==> src/rtl/reconstruct_l7.sv <==
// -----------------------------------------------------------------------------
// reconstruct_l7 -- seventh-level wavelet synthesis stage (inverse of L7 analysis)
//
// Accepts one a7/d7 coefficient pair (nominally every 8 cycles), upsamples by 2
// and filters with 8-tap rec-lo / rec-hi banks in polyphase form.  Eight shared
// multipliers serve both phases: the even pass runs in the accept cycle, the
// odd pass four cycles later on the shifted history.  One a6 sample is emitted
// every 4 cycles, tagged with its phase.
//
// Datapath per pass: S1 8 products (73 b) -> S2 sum of 8 (76 b) ->
// S3 truncate bits [COEF_FRAC+INTERNAL_WIDTH-1:COEF_FRAC] (wraps, no rounding).
//
// Ports:
//   clk         in   clock
//   rst         in   asynchronous reset, active-high
//   din_valid   in   a7_in/d7_in valid this cycle
//   a7_in       in   approximation coefficient, Q25.23
//   d7_in       in   detail coefficient, Q25.23
//   dout_valid  out  a6_out valid (1-cycle pulse)
//   dout_phase  out  0 = even output sample, 1 = odd
//   a6_out      out  reconstructed a6, Q25.23 (holds between pulses)
//   overrun     out  sticky: input arrived while an odd pass was still pending
//
// Build option:
//   RECON_WARMUP_MASK_EN  when defined, dout_valid is suppressed for the
//                         passes of the first 3 accepted inputs (filter fill).
// -----------------------------------------------------------------------------
module reconstruct_l7 #(
  parameter int INTERNAL_WIDTH = 48,
  parameter int COEF_WIDTH     = 25,
  parameter int COEF_FRAC      = 23,
  parameter logic signed [COEF_WIDTH-1:0] REC_LO0 = '0,
  parameter logic signed [COEF_WIDTH-1:0] REC_LO1 = '0,
  parameter logic signed [COEF_WIDTH-1:0] REC_LO2 = '0,
  parameter logic signed [COEF_WIDTH-1:0] REC_LO3 = '0,
  parameter logic signed [COEF_WIDTH-1:0] REC_LO4 = '0,
  parameter logic signed [COEF_WIDTH-1:0] REC_LO5 = '0,
  parameter logic signed [COEF_WIDTH-1:0] REC_LO6 = '0,
  parameter logic signed [COEF_WIDTH-1:0] REC_LO7 = '0,
  parameter logic signed [COEF_WIDTH-1:0] REC_HI0 = '0,
  parameter logic signed [COEF_WIDTH-1:0] REC_HI1 = '0,
  parameter logic signed [COEF_WIDTH-1:0] REC_HI2 = '0,
  parameter logic signed [COEF_WIDTH-1:0] REC_HI3 = '0,
  parameter logic signed [COEF_WIDTH-1:0] REC_HI4 = '0,
  parameter logic signed [COEF_WIDTH-1:0] REC_HI5 = '0,
  parameter logic signed [COEF_WIDTH-1:0] REC_HI6 = '0,
  parameter logic signed [COEF_WIDTH-1:0] REC_HI7 = '0
) (
  input  logic                      clk,
  input  logic                      rst,
  input  logic                      din_valid,
  input  logic [INTERNAL_WIDTH-1:0] a7_in,
  input  logic [INTERNAL_WIDTH-1:0] d7_in,
  output logic                      dout_valid,
  output logic                      dout_phase,
  output logic [INTERNAL_WIDTH-1:0] a6_out,
  output logic                      overrun
);

  localparam int PW = INTERNAL_WIDTH + COEF_WIDTH;  // product width
  localparam int SW = PW + 3;                       // sum-of-8 width

  localparam logic signed [COEF_WIDTH-1:0] LO [8] = '{
    REC_LO0, REC_LO1, REC_LO2, REC_LO3, REC_LO4, REC_LO5, REC_LO6, REC_LO7};
  localparam logic signed [COEF_WIDTH-1:0] HI [8] = '{
    REC_HI0, REC_HI1, REC_HI2, REC_HI3, REC_HI4, REC_HI5, REC_HI6, REC_HI7};

  typedef enum logic {
    IDLE     = 1'b0,
    WAIT_ODD = 1'b1
  } state_t;

  state_t                            state;
  logic [1:0]                        cnt;
  logic signed [INTERNAL_WIDTH-1:0]  a_hist [4];
  logic signed [INTERNAL_WIDTH-1:0]  d_hist [4];

  // Pipeline control (reset) and data (not reset)
  logic                              s1_valid, s1_phase, s1_mask;
  logic                              s2_valid, s2_phase, s2_mask;
  logic signed [PW-1:0]              prod [8];
  logic signed [SW-1:0]              s2_sum;

  // Pass control
  logic issue_odd;
  logic odd_busy;
  logic accept;
  logic pass_valid;
  logic pass_mask;

  // The odd pass is issued when the wait counter expires.
  assign issue_odd  = (state == WAIT_ODD) && (cnt == 2'd0);

  // An odd pass counts as pending from the accept until it has left S2, so a
  // new even pass can never overlap it in the shared multipliers or in the
  // output register.
  assign odd_busy   = (state == WAIT_ODD) || (s1_valid && s1_phase) ||
                      (s2_valid && s2_phase);
  assign accept     = din_valid && !odd_busy;
  assign pass_valid = accept || issue_odd;

  // ---------------------------------------------------------------------------
  // Warm-up masking: tag passes of the first three accepted inputs.
  // ---------------------------------------------------------------------------
`ifdef RECON_WARMUP_MASK_EN
  logic [1:0] fill_cnt;
  logic       odd_mask_q;
  logic       even_mask;

  assign even_mask = (fill_cnt != 2'd3);
  assign pass_mask = issue_odd ? odd_mask_q : even_mask;

  always_ff @(posedge clk or posedge rst) begin
    if (rst) begin
      fill_cnt   <= 2'd0;
      odd_mask_q <= 1'b0;
    end else if (accept) begin
      // The odd pass of this input inherits the even pass's mask decision.
      odd_mask_q <= even_mask;
      if (fill_cnt != 2'd3) fill_cnt <= fill_cnt + 2'd1;
    end
  end
`else
  assign pass_mask = 1'b0;
`endif

  // ---------------------------------------------------------------------------
  // Control FSM, history shift registers and sticky overrun.
  // ---------------------------------------------------------------------------
  // NOTE: sequential state uses non-blocking (<=) so every register samples
  // the pre-edge values of the others, independent of statement order.
  always_ff @(posedge clk or posedge rst) begin
    if (rst) begin
      state   <= IDLE;
      cnt     <= 2'd0;
      overrun <= 1'b0;
      for (int k = 0; k < 4; k++) begin
        a_hist[k] <= '0;
        d_hist[k] <= '0;
      end
    end else begin
      case (state)
        IDLE: begin
          if (accept) begin
            state <= WAIT_ODD;
            cnt   <= 2'd3;
          end
        end
        WAIT_ODD: begin
          if (cnt == 2'd0) state <= IDLE;
          else             cnt   <= cnt - 2'd1;
        end
        default: state <= IDLE;
      endcase

      if (accept) begin
        a_hist[0] <= a7_in;
        d_hist[0] <= d7_in;
        for (int k = 1; k < 4; k++) begin
          a_hist[k] <= a_hist[k-1];
          d_hist[k] <= d_hist[k-1];
        end
      end

      // Dropped input: history is left untouched, flag stays until reset.
      if (din_valid && !accept) overrun <= 1'b1;
    end
  end

  // ---------------------------------------------------------------------------
  // Operand selection for the shared multipliers.
  //   even: samples {in, h0, h1, h2} with taps 0,2,4,6
  //   odd : samples {h0, h1, h2, h3} with taps 1,3,5,7 (history already shifted)
  // ---------------------------------------------------------------------------
  logic signed [INTERNAL_WIDTH-1:0] a_op [4];
  logic signed [INTERNAL_WIDTH-1:0] d_op [4];
  logic signed [COEF_WIDTH-1:0]     lo_c [4];
  logic signed [COEF_WIDTH-1:0]     hi_c [4];

  // NOTE: every always_comb output gets a default first so no path can leave
  // it unassigned and infer a latch.
  always_comb begin
    for (int k = 0; k < 4; k++) begin
      a_op[k] = '0;
      d_op[k] = '0;
      lo_c[k] = LO[2*k];
      hi_c[k] = HI[2*k];
    end
    if (issue_odd) begin
      for (int k = 0; k < 4; k++) begin
        a_op[k] = a_hist[k];
        d_op[k] = d_hist[k];
        lo_c[k] = LO[2*k+1];
        hi_c[k] = HI[2*k+1];
      end
    end else begin
      a_op[0] = a7_in;
      d_op[0] = d7_in;
      for (int k = 1; k < 4; k++) begin
        a_op[k] = a_hist[k-1];
        d_op[k] = d_hist[k-1];
      end
    end
  end

  // Full-precision signed product; both operands sign-extended to PW so the
  // low PW bits of the product are exact.
  function automatic logic signed [PW-1:0] smul(
    input logic signed [INTERNAL_WIDTH-1:0] x,
    input logic signed [COEF_WIDTH-1:0]     c
  );
    logic signed [PW-1:0] xe;
    logic signed [PW-1:0] ce;
    xe = {{COEF_WIDTH{x[INTERNAL_WIDTH-1]}}, x};
    ce = {{INTERNAL_WIDTH{c[COEF_WIDTH-1]}}, c};
    return xe * ce;
  endfunction

  // ---------------------------------------------------------------------------
  // S1: products
  // ---------------------------------------------------------------------------
  always_ff @(posedge clk or posedge rst) begin
    if (rst) begin
      s1_valid <= 1'b0;
      s1_phase <= 1'b0;
      s1_mask  <= 1'b0;
    end else begin
      s1_valid <= pass_valid;
      s1_phase <= issue_odd;
      s1_mask  <= pass_mask;
    end
  end

  // NOTE: wide datapath registers carry no reset; the reset valid bits keep
  // their stale contents from ever reaching the outputs.
  always_ff @(posedge clk) begin
    if (pass_valid) begin
      for (int k = 0; k < 4; k++) begin
        prod[k]   <= smul(a_op[k], lo_c[k]);
        prod[k+4] <= smul(d_op[k], hi_c[k]);
      end
    end
  end

  // ---------------------------------------------------------------------------
  // S2: sum of eight products, 3 guard bits so the sum itself never overflows
  // ---------------------------------------------------------------------------
  logic signed [SW-1:0] sum_c;

  always_comb begin
    sum_c = '0;
    for (int j = 0; j < 8; j++) begin
      sum_c = sum_c + $signed({{3{prod[j][PW-1]}}, prod[j]});
    end
  end

  always_ff @(posedge clk or posedge rst) begin
    if (rst) begin
      s2_valid <= 1'b0;
      s2_phase <= 1'b0;
      s2_mask  <= 1'b0;
    end else begin
      s2_valid <= s1_valid;
      s2_phase <= s1_phase;
      s2_mask  <= s1_mask;
    end
  end

  always_ff @(posedge clk) begin
    if (s1_valid) s2_sum <= sum_c;
  end

  // ---------------------------------------------------------------------------
  // S3: truncate back to Q25.23 (plain bit select: no rounding, wraps on
  // overflow) and register the outputs.  a6_out/dout_phase follow every pass,
  // masked or not, and hold between passes.
  // ---------------------------------------------------------------------------
  always_ff @(posedge clk or posedge rst) begin
    if (rst) begin
      dout_valid <= 1'b0;
      dout_phase <= 1'b0;
      a6_out     <= '0;
    end else begin
      dout_valid <= s2_valid && !s2_mask;
      if (s2_valid) begin
        dout_phase <= s2_phase;
        a6_out     <= s2_sum[COEF_FRAC+INTERNAL_WIDTH-1:COEF_FRAC];
      end
    end
  end

endmodule
==> config.mk <==
export PLATFORM = sky130hd
export DESIGN_NAME = reconstruct_l7
export DESIGN_NICKNAME = d
export VERILOG_FILES = /design/src/rtl/reconstruct_l7.sv
export SDC_FILE = /design/constraint.sdc
export NUM_CORES = 1
export LEC_CHECK = 0
export ABC_AREA = 1
export ABC_CLOCK_PERIOD_IN_PS = 1500
export CAP_MARGIN = 15
export CELL_PAD_IN_SITES_DETAIL_PLACEMENT = 1
export CELL_PAD_IN_SITES_GLOBAL_PLACEMENT = 1
export CORE_MARGIN = 8
export CORE_UTILIZATION = 35
export CTS_BUF_LIST = sky130_fd_sc_hd__clkbuf_4
export CTS_CLUSTER_DIAMETER = 200
export DETAILED_ROUTE_END_ITERATION = 10
export DONT_BUFFER_PORTS = 1
export PLACE_DENSITY_LB_ADDON = 0.1
export SYNTH_ARGS = -nofsm -noshare
export SYNTH_HDL_FRONTEND = slang
export SYNTH_SLANG_ARGS = --single-unit
export TNS_END_PERCENT = 30
==> constraint.sdc <==
create_clock -name clk -period 1.5 [get_ports clk]
set_clock_uncertainty 0.2 [all_clocks]
set_input_delay 0 -clock clk [delete_from_list [all_inputs] [get_ports clk]]
set_output_delay 0 -clock clk [all_outputs]
set_load 0.02 [all_outputs]
==> results of run 1 <==
-- power by group through the flow --
stage | Clock [mW] | Sequential [mW] | Combinational [mW]
after CTS | 0.207 | 0.487 | 0.376
after detailed placement | 0 | 0.491 | 0.371
final | 0.192 | 0.481 | 0.371
after floorplan | 0 | 0.468 | 0.413
after global placement | 0 | 0.491 | 0.357
after global routing | 0.217 | 0.500 | 0.434
-- what timing repair did --
item                      4_1_cts  5_1_grt
resized for setup               0        0
hold endpoints to repair       15        0
hold buffers                    3        0
-- critical path: stages, from the launching register on --
cell and delay, ns:
dfrtp_1 0.37, inv_1 0.06, ha_1 0.21, or2_4 0.26, nand2_2 0.09, nand2_1 0.05
nand2_1 0.05
-- metal layers --
| layer | GRT usage, % | vias up | routed length, µm |
|---|---|---|---|
| li1 | - | 170 | - |
| met1 | 5.67 | 171 | 438 |
| met2 | 11.5 | 27 | 728 |
| met3 | 4.12 | 2 | 135 |
| met4 | 1.95 | 0 | 2 |
| met5 | 0 | - | 0 |
-- final timing paths --
path	startpoint	to	slack, ns	depth (start not counted)
worst max-delay path	cnt[0]	cnt[0]	0.14	6
worst min-delay path	s1_valid	s2_valid	0.18	0
worst max register to register	cnt[0]	cnt[0]	0.14	6
worst min register to register	s1_valid	s2_valid	0.18	0
max in group asynchronous	rst	cnt[0]	0.28	3
min in group asynchronous	rst	s2_valid	0.51	3
-- cells by family (layout without fill, tap and decap cells) --
group / count (synthesis) / after routing / share of synthesized area, %
AND/OR/NAND/NOR: 16 / 16 / 10.0
other: 1 / 48 / 0.510
flip-flops: 10 / 10 / 34.0
buffers and inverters: 54 / 13 / 52.0
AO/OA/AOI/OAI: 2 / 2 / 1.70
adder cells (fa/ha/maj): 1 / 1 / 1.70
-- final cells by class --
cell class	instances	area (µm²)	share of cell area, %
repair buffers	3	30.0	4.68
multi-input cells	67	279	43.5
well taps	27	33.8	5.26
inverters	6	22.5	3.51
clock buffers	3	22.5	3.51
flip-flops and latches	10	250	39.0
clock inverters	1	3.75	0.585
-- placed cells by master, fill, tap and decap left out --
cell           instances
conb_1                48
nand2_1               10
dfrtp_1               10
inv_1                  5
nand3_1                3
clkbuf_4               3
dlygate4sd3_1          3
o21ai_0                1
inv_2                  1
nand4_1                1
or2_4                  1
nand2_2                1
a21o_1                 1
ha_1                   1
clkinv_1               1
-- stage by stage --
stage	setup slack, ns	instances	cell area, µm²	hold slack [ns]
after floorplan	0.237	131	912	-0.360
after global placement	0.153	110	586	-0.306
after detailed placement	0.138	110	586	-0.297
after CTS	0.117	117	642	0.184
after global routing	0.0213	117	642	0.198
final	0.143	117	642	0.179
==> out/metrics.yaml, run 1 <==
comb_power_share_pct: 35.5
grt_pass1_vias: 399
hp-class: "reg -> reg"
n_fill_cell: 251
ys_warn_count: 0
coreArea_um2: 1980
vias: 370
setup_viol_count_final: 0
synth_enable_flop_cells: 0
cts_tree: "yes"
max_freq_mhz: 737
sw_frac_of_total_pct: 43.4
nets: 191
largest_reg_flops: 2
maxSlewViolCount: 0
synth_cell_types: 13
synth_area_leaders: "buf_4 (49%), dfrtp_1 (34%), nand2_1 (5.1%), inv_1 (2.6%), nand3_1 (2.0%)"
place_congestion: 0.660
peakVddDrop_mv: 0.492
grt_first_pass_wirelength_mm: 1.81
postCtsSetupBuffers: 0
crit_path_start_kind: "register"
ys_async_sr_fraction_pct: 100
drc: 0
rows: 16
synth.most_common_cell: "buf_4"
top_register: "cnt"
clkPwrFrac_pct: 18.4
p_seq_share_pct: 46.1
rsz0062_at_grt: "false"
crit_type: "reg -> reg"
htreeDepth: 1
final_util_pct: 32.4
wl_per_cell_um: 11.2
clock-root-buffer: "clkbuf_4"
first_pass_iters: 2
grt-ovfl-total: 0
track_usage_pct: 6.38
place_hpwl_mm: 1.12
status: "finished clean"
synth_top_area_share_pct: 49.0
yosys-top-cells-count: "buf_4 (48), dfrtp_1 (10), nand2_1 (10)"
totalWireLength_mm: 1.31
p_total_mw: 1.04
final_layout_size_suffix_gt1_share_pct: 6.67
clkLatencyLatePin_ns: 0.27
cp-end-kind: "register"
p_int_mw: 0.591
maxCapViolations: 0
netlist_area_um2: 736
cts_sinks: 10
start_util_pct: 37.1
syn2layout_area_growth_pct: -12.8
cp_max_fo: 3
power_density_nw_per_um2: 1630
syn_inst: 84
drt.antenna.violating_nets: 0
fin_crit_sh_pct: 90.5
layout_min_cycle_time_ns: 1.36
critPathArrivalTime_ns: 1.37
portBuffers: 0
dieArea_um2: 3820
crit_required_ns: 1.51
drt_iter0_drc: 6
die_w_um: 61.8
synth_seq_cells: 10
grt_max_degree: 11
clk_pin_slew_ns: 0.07
power_switching_mw: 0.453
io_pins: 150
finalSetupTns_ns: 0
hold_viol: 0
synthFlopType: "dfrtp_1"
diodes: 0
clock_path_buffers: 2
antenna_found_initial: 0
via_per_inst: 3.16
synth_area_leader_cell: "buf_4"
syn_avg_cell_area_um2: 8.76
yosysSeqAreaShare_pct: 34.0
p_leak_nw: 0.392
die_h_um: 61.8
numCtsBuffers: 3
(Power assumes the default switching activity.)
==> run 2, diff against run 1 <==
--- a/config.mk
+++ b/config.mk
@@ -5,7 +5,6 @@
 export SDC_FILE = /design/constraint.sdc
 export NUM_CORES = 1
 export LEC_CHECK = 0
-export ABC_AREA = 1
 export ABC_CLOCK_PERIOD_IN_PS = 1500
 export CAP_MARGIN = 15
 export CELL_PAD_IN_SITES_DETAIL_PLACEMENT = 1
==> out/metrics.yaml, run 2 <==
rows: 16  # unchanged
peakVddDrop_mv: 0.575  # +17%
vias: 342  # -7.6%
crit_required_ns: 1.48  # -0.03 ns
cp_max_fo: 3  # unchanged
status: "finished clean"
via_per_inst: 3.14  # -0.78%
wl_per_cell_um: 11.0  # -1.3%
instances_no_fill: 109  # -6.8%
first_pass_iters: 5  # +3
final_cell_mix: "conb_1 (48), dfrtp_1 (10), inv_1 (5)"
dieArea_um2: 3800  # -0.74%
clock-root-buffer: "clkbuf_4"
holdWs_ns: 0.200  # +0.0211 ns
n_fill_cell: 257  # +2.4%
cts_sinks: 10  # unchanged
htreeDepth: 1  # unchanged
syn2layout_area_growth_pct: -13.1
synth.most_common_cell: "buf_4"
power_density_nw_per_um2: 1510  # -7.4%
worstPathCellList: "a221oi_2 -> nand2_1 -> a22oi_1"
ys_async_sr_fraction_pct: 100  # unchanged
maxCapViolations: 0  # unchanged
crit_family: "compound AO/OA/AOI/OAI gates"
setup_viol_count_final: 0  # unchanged
antenna_found_initial: 0  # unchanged
place_congestion: 0.670  # +1.5%
ys_warn_count: 0  # unchanged
synth_enable_flop_cells: 0  # unchanged
die_w_um: 61.6  # -0.37%
final_util_pct: 32.3  # -0.12 points
worst-path-stages: 3  # -3
start_util_pct: 37.1  # about the same
crit_path_start_kind: "register"
numCtsBuffers: 3  # unchanged
sw_frac_of_total_pct: 40.8  # -2.6 points
netlist_area_um2: 728  # -1.0%
track_usage_pct: 6.26  # -0.12 points
reg2reg_depth: 3  # -3
cp-startpoint: "s2_valid"
multi_input_area_um2: 278  # -0.45%
crit_type: "reg -> reg"
cp-end-kind: "register"
hold_viol: 0  # unchanged
endpoint: "cnt[1]"
synth_area_leaders: "buf_4 (49%), dfrtp_1 (34%), inv_1 (2.6%), a221oi_2 (2.1%), nand2_1 (2.1%)"
cpMaxStageDelayCell: "dfrtp_1"
hp-start: "s1_valid"
synth_cell_types: 14  # +1
clock_path_buffers: 2  # unchanged
layout_commonest_cell: "conb_1"
dpl_cell_area_um2: 578  # -1.3%
p_leak_nw: 0.386  # -1.7%
clkLatencyLatePin_ns: 0.26  # about the same
synth_top_area_share_pct: 49.5  # +0.50 points
comb_power_share_pct: 33.8  # -1.7 points
drc: 0  # unchanged
grt_first_pass_wirelength_mm: 1.75  # -3.8%
synth_area_leader_cell: "buf_4"
max_stage_delay_ns: 0.41  # +0.04 ns
seq_area_um2: 250  # unchanged
fin_crit_sh_pct: 92.3  # +1.8 points
cts_tree: "yes"
portBuffers: 0  # unchanged
dp_cells: 103  # -6.4%
clkPwrFrac_pct: 18.6  # +0.2 points
top_register: "cnt"
max_freq_mhz: 723  # -2.0%
worstReg2RegEnd: "cnt[1]"
postCtsSetupBuffers: 0  # unchanged
synth_seq_cells: 10  # unchanged
reg2reg_slack_ns: 0.12  # -0.03 ns
maxSlewViolCount: 0  # unchanged
pre_cts_slack_ns: 0.126  # -0.0114 ns
worst_slack_ns: 0.116  # -0.0270 ns
timing.rr.start: "s2_valid"
synthFlopType: "dfrtp_1"
drt_iter0_drc: 7  # +1
p_total_mw: 0.954  # -8.7%
drt.antenna.violating_nets: 0  # unchanged
worst-path-buf-inv: 0  # -1
yosys-top-cells-count: "buf_4 (48), dfrtp_1 (10), inv_1 (5)"
io_pins: 150  # unchanged
die_h_um: 61.6  # -0.37%
finalSetupTns_ns: 0  # unchanged
coreArea_um2: 1960  # -1.0%
syn_inst: 77  # -8.3%
hp-class: "reg -> reg"
critPathArrivalTime_ns: 1.36  # about the same
p_int_mw: 0.565  # -4.4%
place_hpwl_mm: 1.01  # -9.1%
grt-ovfl-total: 0  # unchanged
layout_min_cycle_time_ns: 1.38  # +0.0270 ns
diodes: 0  # unchanged
totalWireLength_mm: 1.20  # -8.0%
clk_pin_slew_ns: 0.06  # about the same
grt_max_degree: 11  # unchanged
final_cell_area_um2: 633  # -1.4%
largest_reg_flops: 2  # unchanged
grt_pass1_vias: 372  # -6.8%
final_layout_size_suffix_gt1_share_pct: 8.54  # +1.9 points
rsz0062_at_grt: "false"
yosysSeqAreaShare_pct: 34.4  # +0.35 points
nets: 184  # -3.7%
p_seq_share_pct: 47.6  # +1.5 points
power_switching_mw: 0.389  # -14%
syn_avg_cell_area_um2: 9.46  # +8.0%
## run 2: worst min path at each step
stage	endpoint	slack, ns	cells past startpoint
final	s2_valid	0.20	0
after global routing	s2_valid	0.21	0
after CTS	s2_valid	0.20	0
after detailed placement	overrun	-0.31	1
after global placement	overrun	-0.30	1
after floorplan	cnt[0]	-0.36	1
## run 2: timing repair
| action | 4_1_cts | 5_1_grt |
|---|---|---|
| setup endpoints to repair | 0 | 2 |
| hold buffers | 3 | 0 |
| resized for setup | 0 | 1 |
| hold endpoints to repair | 15 | 0 |
## run 2: power groups by stage
stage	Sequential (mW)	Clock [mW]	Combinational [mW]
6_report	0.454	0.177	0.323
3_5_place_dp	0.456	0	0.306
3_3_place_gp	0.460	0	0.301
2_1_floorplan	0.439	0	0.365
5_1_grt	0.472	0.196	0.369
4_1_cts	0.456	0.187	0.313
## run 2: final cells by class
cell class | count | share of cell area [%]
multi-input cells | 61 | 43.9
flip-flops and latches | 10 | 39.5
well taps | 27 | 5.34
repair buffers | 3 | 4.74
clock buffers | 3 | 3.56
inverters | 5 | 2.96
## run 2: routing by layer
layer	share of wire [%]	track usage [%]	up-vias
li1	-	-	149
met1	38	6.82	162
met2	47	9.16	28
met3	13	4.18	3
met4	1.2	2.92	0
met5	0	0	-
## run 2: cell families after synthesis
kind of cell / after synthesis / share of synthesized area, %
muxes: 1 / 1.55
adders and majority gates: 1 / 1.72
AOI/OAI and AO/OA: 5 / 6.36
other: 1 / 0.515
buffers and inverters: 53 / 52.1
and+or+nand+nor: 6 / 3.44
DFF: 10 / 34.4
## run 2: worst register-to-register path, cell delays in order (launching register included)
cell	delay (ns)
dfrtp_1	0.41
a221oi_2	0.37
nand2_1	0.14
a22oi_1	0.18
